### config.mk
export PLATFORM = sky130hd
export DESIGN_NAME = p_lpf_iir
export DESIGN_NICKNAME = d
export VERILOG_FILES = /design/src/rtl/p_lpf_iir.sv
export SDC_FILE = /design/constraint.sdc
export NUM_CORES = 2
export LEC_CHECK = 0
export BUFFER_PORTS_ARGS = -buffer_cell sky130_fd_sc_hd__buf_2
export CAP_MARGIN = 0
export CORE_MARGIN = 5
export CORE_UTILIZATION = 55
export DETAILED_ROUTE_END_ITERATION = 12
export GPL_TIMING_DRIVEN = 1
export PLACE_DENSITY = 0.75
export SYNTH_ARGS = -nofsm -noshare
export SYNTH_HDL_FRONTEND = slang
export SYNTH_SLANG_ARGS = --single-unit
### constraint.sdc
create_clock -name clk -period 63.9 [get_ports clk]
set_clock_uncertainty 0.15 [all_clocks]
set_input_delay 12.78 -clock clk [delete_from_list [all_inputs] [get_ports clk]]
set_output_delay 12.78 -clock clk [all_outputs]
set_load 0.01 [all_outputs]
### src/rtl/p_lpf_iir.sv
// First-order IIR low-pass on single-precision active power:
//   y[n] = y[n-1] + K * (P[n] - y[n-1])
// One shared adder/subtractor and one multiplier, both pipelined,
// sequenced by a small FSM. The first sample after reset presets y.
module p_lpf_iir #(
  parameter int ADD_LAT = 7,
  parameter int MUL_LAT = 5
) (
  input  logic        clk,
  input  logic        rst,
  input  logic        sta,
  input  logic [31:0] P_in,
  input  logic [31:0] K,
  output logic [31:0] P_filt,
  output logic        done_sig,
  output logic        busy,
  output logic        overrun
);

  // Pipeline stages inside each core; the capture register in the FSM
  // provides the final stage, so operands-to-captured-result is *_LAT clocks.
  localparam int unsigned ADD_D = (ADD_LAT > 1) ? ADD_LAT - 1 : 0;
  localparam int unsigned MUL_D = (MUL_LAT > 1) ? MUL_LAT - 1 : 0;
  localparam logic [7:0] ADD_LAST = 8'(ADD_LAT - 1);
  localparam logic [7:0] MUL_LAST = 8'(MUL_LAT - 1);

  typedef enum logic [2:0] {IDLE, PRESET, SUB, MUL, ACC, DONE} state_t;

  state_t      state;
  logic        first_flag;
  logic [7:0]  cnt;
  logic [31:0] p_hold, k_hold, diff_q, prod_q, sum_q;
  logic [31:0] add_a, add_b, add_res, add_out;
  logic [31:0] mul_res, mul_out;

  // IEEE-754 single add, round-to-nearest-even, denormals flushed to zero.
  function automatic logic [31:0] fadd(input logic [31:0] a, input logic [31:0] b);
    logic               sx, sy;
    logic [7:0]         ex, ey, d;
    logic [22:0]        fx, fy;
    logic [27:0]        mx, my, acc, mask;
    logic               stk, rup;
    logic signed [9:0]  e;
    logic [24:0]        rnd;
    if (a[30:23] == 8'hff) return a;
    if (b[30:23] == 8'hff) return b;
    if (a[30:23] == 8'h00 && b[30:23] == 8'h00) return {a[31] & b[31], 31'b0};
    if (a[30:23] == 8'h00) return b;
    if (b[30:23] == 8'h00) return a;
    if (a[30:0] >= b[30:0]) begin
      sx = a[31]; ex = a[30:23]; fx = a[22:0];
      sy = b[31]; ey = b[30:23]; fy = b[22:0];
    end else begin
      sx = b[31]; ex = b[30:23]; fx = b[22:0];
      sy = a[31]; ey = a[30:23]; fy = a[22:0];
    end
    mx = {2'b01, fx, 3'b000};
    my = {2'b01, fy, 3'b000};
    d  = ex - ey;
    if (d >= 8'd27) begin
      my = 28'd1;
    end else begin
      mask = (28'd1 << d) - 28'd1;
      stk  = |(my & mask);
      my   = (my >> d) | {27'b0, stk};
    end
    acc = (sx == sy) ? (mx + my) : (mx - my);
    if (acc == '0) return '0;
    e = $signed({2'b00, ex});
    if (acc[27]) begin
      acc = (acc >> 1) | {27'b0, acc[0]};
      e   = e + 10'sd1;
    end else begin
      for (int unsigned i = 0; i < 26; i++) begin
        if (!acc[26]) begin
          acc = acc << 1;
          e   = e - 10'sd1;
        end
      end
    end
    rup = acc[2] & (acc[1] | acc[0] | acc[3]);
    rnd = {1'b0, acc[26:3]} + {24'b0, rup};
    if (rnd[24]) begin
      rnd = rnd >> 1;
      e   = e + 10'sd1;
    end
    if (e >= 10'sd255) return {sx, 8'hff, 23'b0};
    if (e <= 10'sd0)   return {sx, 31'b0};
    return {sx, e[7:0], rnd[22:0]};
  endfunction

  // IEEE-754 single multiply, round-to-nearest-even, denormals flushed to zero.
  function automatic logic [31:0] fmul(input logic [31:0] a, input logic [31:0] b);
    logic               s, g, stk, rup;
    logic [47:0]        p;
    logic [23:0]        m;
    logic signed [9:0]  e;
    logic [24:0]        rnd;
    s = a[31] ^ b[31];
    if (a[30:23] == 8'hff || b[30:23] == 8'hff) return {s, 8'hff, 23'b0};
    if (a[30:23] == 8'h00 || b[30:23] == 8'h00) return {s, 31'b0};
    p = {24'b0, 1'b1, a[22:0]} * {24'b0, 1'b1, b[22:0]};
    e = $signed({2'b00, a[30:23]}) + $signed({2'b00, b[30:23]}) - 10'sd127;
    if (p[47]) begin
      m = p[47:24]; g = p[23]; stk = |p[22:0];
      e = e + 10'sd1;
    end else begin
      m = p[46:23]; g = p[22]; stk = |p[21:0];
    end
    rup = g & (stk | m[0]);
    rnd = {1'b0, m} + {24'b0, rup};
    if (rnd[24]) begin
      rnd = rnd >> 1;
      e   = e + 10'sd1;
    end
    if (e >= 10'sd255) return {s, 8'hff, 23'b0};
    if (e <= 10'sd0)   return {s, 31'b0};
    return {s, e[7:0], rnd[22:0]};
  endfunction

  // Operand selection: subtract P_hold - y everywhere except ACC (y + prod).
  always_comb begin
    add_a = p_hold;
    add_b = {~P_filt[31], P_filt[30:0]};
    if (state == ACC) begin
      add_a = P_filt;
      add_b = prod_q;
    end
    add_res = fadd(add_a, add_b);
    mul_res = fmul(k_hold, diff_q);
  end

  generate
    if (ADD_D == 0) begin : g_add_comb
      assign add_out = add_res;
    end else begin : g_add_pipe
      logic [31:0] pipe [ADD_D];
      // Adder pipeline, flushed by reset.
      always_ff @(posedge clk) begin
        if (rst) begin
          for (int unsigned i = 0; i < ADD_D; i++) pipe[i] <= '0;
        end else begin
          pipe[0] <= add_res;
          for (int unsigned i = 1; i < ADD_D; i++) pipe[i] <= pipe[i-1];
        end
      end
      assign add_out = pipe[ADD_D-1];
    end

    if (MUL_D == 0) begin : g_mul_comb
      assign mul_out = mul_res;
    end else begin : g_mul_pipe
      logic [31:0] pipe [MUL_D];
      // Multiplier pipeline, flushed by reset.
      always_ff @(posedge clk) begin
        if (rst) begin
          for (int unsigned i = 0; i < MUL_D; i++) pipe[i] <= '0;
        end else begin
          pipe[0] <= mul_res;
          for (int unsigned i = 1; i < MUL_D; i++) pipe[i] <= pipe[i-1];
        end
      end
      assign mul_out = pipe[MUL_D-1];
    end
  endgenerate

  // Sequencer with registered outputs.
  // Outputs are registered, so the preset result is loaded on the accepting
  // edge (visible while in PRESET) and the DONE-state update is visible the
  // following cycle; busy is held through that visible done cycle.
  always_ff @(posedge clk) begin
    if (rst) begin
      state      <= IDLE;
      P_filt     <= '0;
      done_sig   <= 1'b0;
      busy       <= 1'b0;
      overrun    <= 1'b0;
      first_flag <= 1'b1;
      cnt        <= '0;
      p_hold     <= '0;
      k_hold     <= '0;
      diff_q     <= '0;
      prod_q     <= '0;
      sum_q      <= '0;
    end else begin
      done_sig <= 1'b0;
      if (sta && busy) overrun <= 1'b1;
      case (state)
        IDLE: begin
          busy <= 1'b0;
          if (sta && !busy) begin
            p_hold <= P_in;
            if (first_flag) begin
              P_filt   <= P_in;
              done_sig <= 1'b1;
              state    <= PRESET;
            end else begin
              k_hold <= K;
              busy   <= 1'b1;
              cnt    <= '0;
              state  <= SUB;
            end
          end
        end
        PRESET: begin
          first_flag <= 1'b0;
          state      <= IDLE;
        end
        SUB: begin
          if (cnt == ADD_LAST) begin
            diff_q <= add_out;
            cnt    <= '0;
            state  <= MUL;
          end else begin
            cnt <= cnt + 8'd1;
          end
        end
        MUL: begin
          if (cnt == MUL_LAST) begin
            prod_q <= mul_out;
            cnt    <= '0;
            state  <= ACC;
          end else begin
            cnt <= cnt + 8'd1;
          end
        end
        ACC: begin
          if (cnt == ADD_LAST) begin
            sum_q <= add_out;
            cnt   <= '0;
            state <= DONE;
          end else begin
            cnt <= cnt + 8'd1;
          end
        end
        DONE: begin
          P_filt   <= sum_q;
          done_sig <= 1'b1;
          state    <= IDLE;
        end
        default: state <= IDLE;
      endcase
    end
  end

endmodule

## Word-level counts from Yosys, hierarchy flattened

Memories as Yosys holds them, arrays and structs flattened. A register that Yosys moved wholly into a read port is not among the register bits.
Index checks and enable logic that the tools add are counted.

| storage, ports and cells | value |
|---|---|
| memories | 2 |
| bits in writable memories | 320 |
| bits in registers | 175 |

| operators by class | value |
|---|---|
| bitwise logic cells | 22 |
| eq/ne operators | 18 |
| add/sub/neg operators | 39 |
| multiplexer cells | 593 |
| $mul | 1 |
| order comparisons | 6 |
| reductions and logical operators | 26 |
| shift-type cells | 2 |

Memories:

| memory | words | width | rd ports | clocked after Yosys merged registers in | wr ports | RTL line | source |
|---|---|---|---|---|---|---|---|
| g_add_pipe.pipe | 6 | 32 | 6 | 0 | 6 | 137 | `logic [31:0] pipe [ADD_D];` |
| g_mul_pipe.pipe | 4 | 32 | 4 | 1 | 4 | 153 | `logic [31:0] pipe [MUL_D];` |

Operator list:

| kind | number |
|---|---|
| $mux 27 | 208 |
| $mux 10 | 221 |
| $mux 32 | 44 |
| $mux 23 | 14 |
| $sub 10x2->10 const B | 25 |
| $mux 28 | 7 |
| $mux 8 | 16 |
| $mux 24 | 3 |
| $mux 1 | 71 |
| $pmux 32 s2 | 1 |
| $add 24x1->25 | 2 |
| $mul 24x24->48 | 1 |
| $eq 8x8->1 const B | 4 |
| $logic_not 8->1 | 4 |
| $ge 31x31->1 | 1 |
| $add 10x2->10 const B | 3 |
| $add 27x28->28 | 1 |
| $and 27x28->28 | 1 |
| $logic_not 28->1 | 1 |
| $or 28x1->28 | 1 |
| $reduce_or 28->1 | 1 |
| $shl 1x8->28 const A | 1 |
| $shr 27x8->28 | 1 |
| $sub 27x28->28 | 1 |
| other kinds (39) | 74 |

## Logic depth before layout (Yosys ltp)

| depth | value |
|---|---|
| depth in word-level cells | 303 |
| depth in mapped cells | 132 |

## Worst setup path before layout

OpenSTA, ideal clock, no wires.

| path | value |
|---|---|
| path type | reg-to-reg |
| from | register state[0] |
| to | memory g_add_pipe.pipe[0][17] |
| data required time | 63635 ps |
| setup slack | 40204 ps |
| arrival | 23432 ps |
| setup time | 115 ps |
| clock period less this slack | 23696 ps |
| cell stages (with the launch flop) | 126 |
| path through | dfxtp_1 nor3b_2 buf_4 buf_4 buf_2 buf_4 buf_1 mux2i_1 inv_1 ha_1 nand4_1 nor3_1 mux2_2 o211a_1 o41ai_1 o211ai_1 buf_4 mux2i_1 [90 not listed] mux2i_1 a21oi_1 ha_1 mux2_2 a21oi_1 ha_1 xnor2_1 and3b_1 nand2_1 o41ai_1 or3b_2 a211o_1 or3_1 and4b_1 buf_6 buf_6 and4_1 o21a_1 |

RTL lines:

| what | RTL line | source |
|---|---|---|
| start, declared | 29 | `state_t state;` |
| start signal, assigned | 173 | `state <= IDLE;` |
| start signal, assigned | 196 | `state <= PRESET;` |
| start signal, assigned | 201 | `state <= SUB;` |
| end, declared | 137 |  |

==> results.md <==
* Status: finished, final reports clean
* Post-route cell area at around 60000 um2
* Filler cells at slightly above 9000
* Fin. Hold Viols at 0
* Sequential area share after synthesis at 0.187
* Reg clk slew, reported paths at around 70 ps
* Largest net degree at the start of global routing at 113
* Critical Path Most Common Cell: ha_1
* Synth cell types at ~150
* Power density over cell area at 51.8 nW/um2
* Crit start category: flop
* DRT iter0 DRCs at 5800
* Overflow after GRT at 0
* CTS Hold Bufs at 0
* Mapped Cells at between 7000 and 8000
* CTS HTree Levels at 2
* Postcts setup bufs at 0
* Critical path data arrival time at approximately 27000 ps
* Total CTS buffers at between 40 and 50
* Detailed Place HPWL at between 100000 and 150000 um
* CP delay by family, top: adder cells
* Synth-to-Final Area Change at 5.90%
* Layout cell share with drive strength beyond 1 at 0.0761
* Clock sinks at 527
* Post-placement cell area at slightly below 60000 um2
* Synth Flop Type: dfxtp_1
* Clock Latency Late Sink at ~600 ps
* CP Capture Type: flop
* Post-synth EDFFs at 0
* Worst-path maximum fanout at 57
* DR vias at a little over 50000
* Final nets at ~8000
* Peak VDD IR at 0.0638 mV
* Cell taking the most area after synthesis: dfxtp_1
* CTS Root Buffer Type: clkbuf_16
* WL per Instance at roughly 23 um
* DR vias/cell at 6.22
* GPL Wtd Cong at 1.02
* Gate power share at 0.785
* Ys async rst share at 0
* Core Area at 102000 um2
* TritonCTS clock tree: yes
* DR pass1 iterations at 8
* Post-DRT Antenna Nets at 0
* All-Layer GR Usage at 0.336
* Max Freq at roughly 37 MHz
* Type of the worst min-delay path: flop to flop
* Min cycle time layout at 27200 ps
* Avg Inst Size Synth at 8.03 um2
* Synth Register Bits at ~530
* I/O Buffers at 101
* I/O pins at 102
* Total Neg Setup Slack at 0 ps
* Setup ws final at around 37000 ps
* Place WS at 37280 ps
* Sequential group share of total power at 0.118
* Final Max Tran Viols at 0
* Synth top area share at 0.187
* Top-count cell post-synth: nand2_1
* Die Span X at about 330 um
* CTS resizes at 0
* Unrepaired setup endpoints after global routing: false
* Worst slew margin at 0.186
* Worst slew pin tran at 1190 ps
* # DRC at 0
* Post-synth net total at slightly below 8000
* Worst EP required at 64170 ps
* First-pass GRT wire length at 291000 um
* Initial antenna violation count at 6
* Sw frac at 0.567
* Rows at about 120
* Initial core utilization at 0.555
* WL final at between 150000 and 200000 um
* Slowest stage delay, CP at roughly 780 ps
* Clock Power Share at 0.097
* Final core occ at 0.588
* Vias in the first global route at between 40000 and 50000
* Tcrit/Tclk final at 0.426
* Endpoints failing setup at 0
* Net Sw Power at 1.76 mW
* Warnings from Yosys at 0
* WP buf/inv at 9
* Max Cap Viol at 0
* Die H at 331 um
* Pint at between 1 and 1.5 mW
* Post-Syn Area at ~57000 um2
* Die area at about 110000 um2
* Synth top area cells: dfxtp_1 (19%), fa_1 (17%), nand2_1 (6.7%)
* Post-synth top cells: nand2_1 (1009), inv_1 (706), dfxtp_1 (527)
* Slowest-stage cell, CP: buf_4
* CTS Buffer Depth at 3
* Setup CP Type: flop to flop
* Lkg Pwr at 25.6 nW
-- layer usage --
layer / vias to the layer above / share of wire / track usage
met5: - / 0.00012 / 0
met4: 4 / 0.034 / 0.0924
met3: 432 / 0.12 / 0.0830
met2: 2830 / 0.42 / 0.500
met1: 25100 / 0.43 / 0.488
li1: 23600 / - / -
-- power groups by stage --
stage	clock (mW)	sequential (mW)	combinational, mW
floorplan	0	0.362	1.71
global placement	0	0.371	2.32
detailed placement	0	0.370	2.33
CTS	0.304	0.363	2.35
global route	0.319	0.365	2.60
finish	0.301	0.364	2.43
-- cell type report --
cell class	count	area (um2)	share of cell area
clock buffer	58	1310	0.0219
clock inverter	30	340	0.00568
tap	1368	1710	0.0286
inverter	707	2650	0.0443
sequential	527	10600	0.176
multi-input combinational	5417	41800	0.698
antenna	3	7.51	0.000125
timing repair buffer	235	1520	0.0254
-- layout by cell type, fill, tap and decap left out, types with 66 or more instances in the layout --
| master | synthesis | final |
|---|---|---|
| nand4_1 | 66 | 66 |
| mux2i_1 | 196 | 196 |
| o21ai_0 | 187 | 187 |
| a31oi_1 | 68 | 68 |
| nor2b_1 | 273 | 273 |
| nand3_1 | 141 | 141 |
| and3_1 | 67 | 67 |
| a211oi_1 | 97 | 97 |
| and2_1 | 255 | 255 |
| nand2_1 | 1009 | 1008 |
| dfxtp_1 | 527 | 527 |
| buf_4 | 25 | 134 |
| a21oi_1 | 464 | 463 |
| nor3_1 | 117 | 114 |
| xor2_1 | 74 | 73 |
| nor2_1 | 445 | 442 |
| ha_1 | 291 | 291 |
| buf_2 | 30 | 100 |
| fa_1 | 484 | 484 |
| xnor2_1 | 192 | 189 |
| inv_1 | 706 | 706 |
-- worst min-delay path: stages, from the launching register on --
cell	delay (ps)
dfxtp_1	290
nand2_1	40
a21oi_1	50
-- worst paths after layout --
kind                                               to                   from  slack [ps]  cells after the start
worst min register to register              prod_q[8]  g_mul_pipe.pipe[3][8]         280                      2
worst min-delay path                        prod_q[8]  g_mul_pipe.pipe[3][8]         280                      2
worst max register to register  g_add_pipe.pipe[0][4]               state[2]       36700                    117
worst max-delay path            g_add_pipe.pipe[0][4]               state[2]       36700                    117
-- per-stage QoR --
step	cells	hold WS (ps)	power [mW]
final	8345	276	3.10
after global routing	8342	294	3.28
after CTS	8342	281	3.02
after detailed placement	8254	270	2.70
after global placement	8254	265	2.69
after floorplan	7041	264	2.07
-- logic make-up after synthesis --
kind of cell / after synthesis / synth area share
AOI/OAI and AO/OA: 1427 / 0.169
xor gates and xnor gates: 295 / 0.0512
adders and majority gates: 776 / 0.236
buffers and inverters: 1097 / 0.0764
DFF: 527 / 0.187
muxes: 253 / 0.0488
and+or+nand+nor: 2666 / 0.232
-- state kept, by name, indices dropped and copies added (netlist names) --
signal and flops:
g_add_pipe.pipe 192, g_mul_pipe.pipe 128, P_filt 32, diff_q 32, k_hold 32, p_hold 32
prod_q 32, sum_q 32, cnt 8, state 3, busy 1, done_sig 1
first_flag 1, overrun 1
Power figures use the tool's default switching activity.
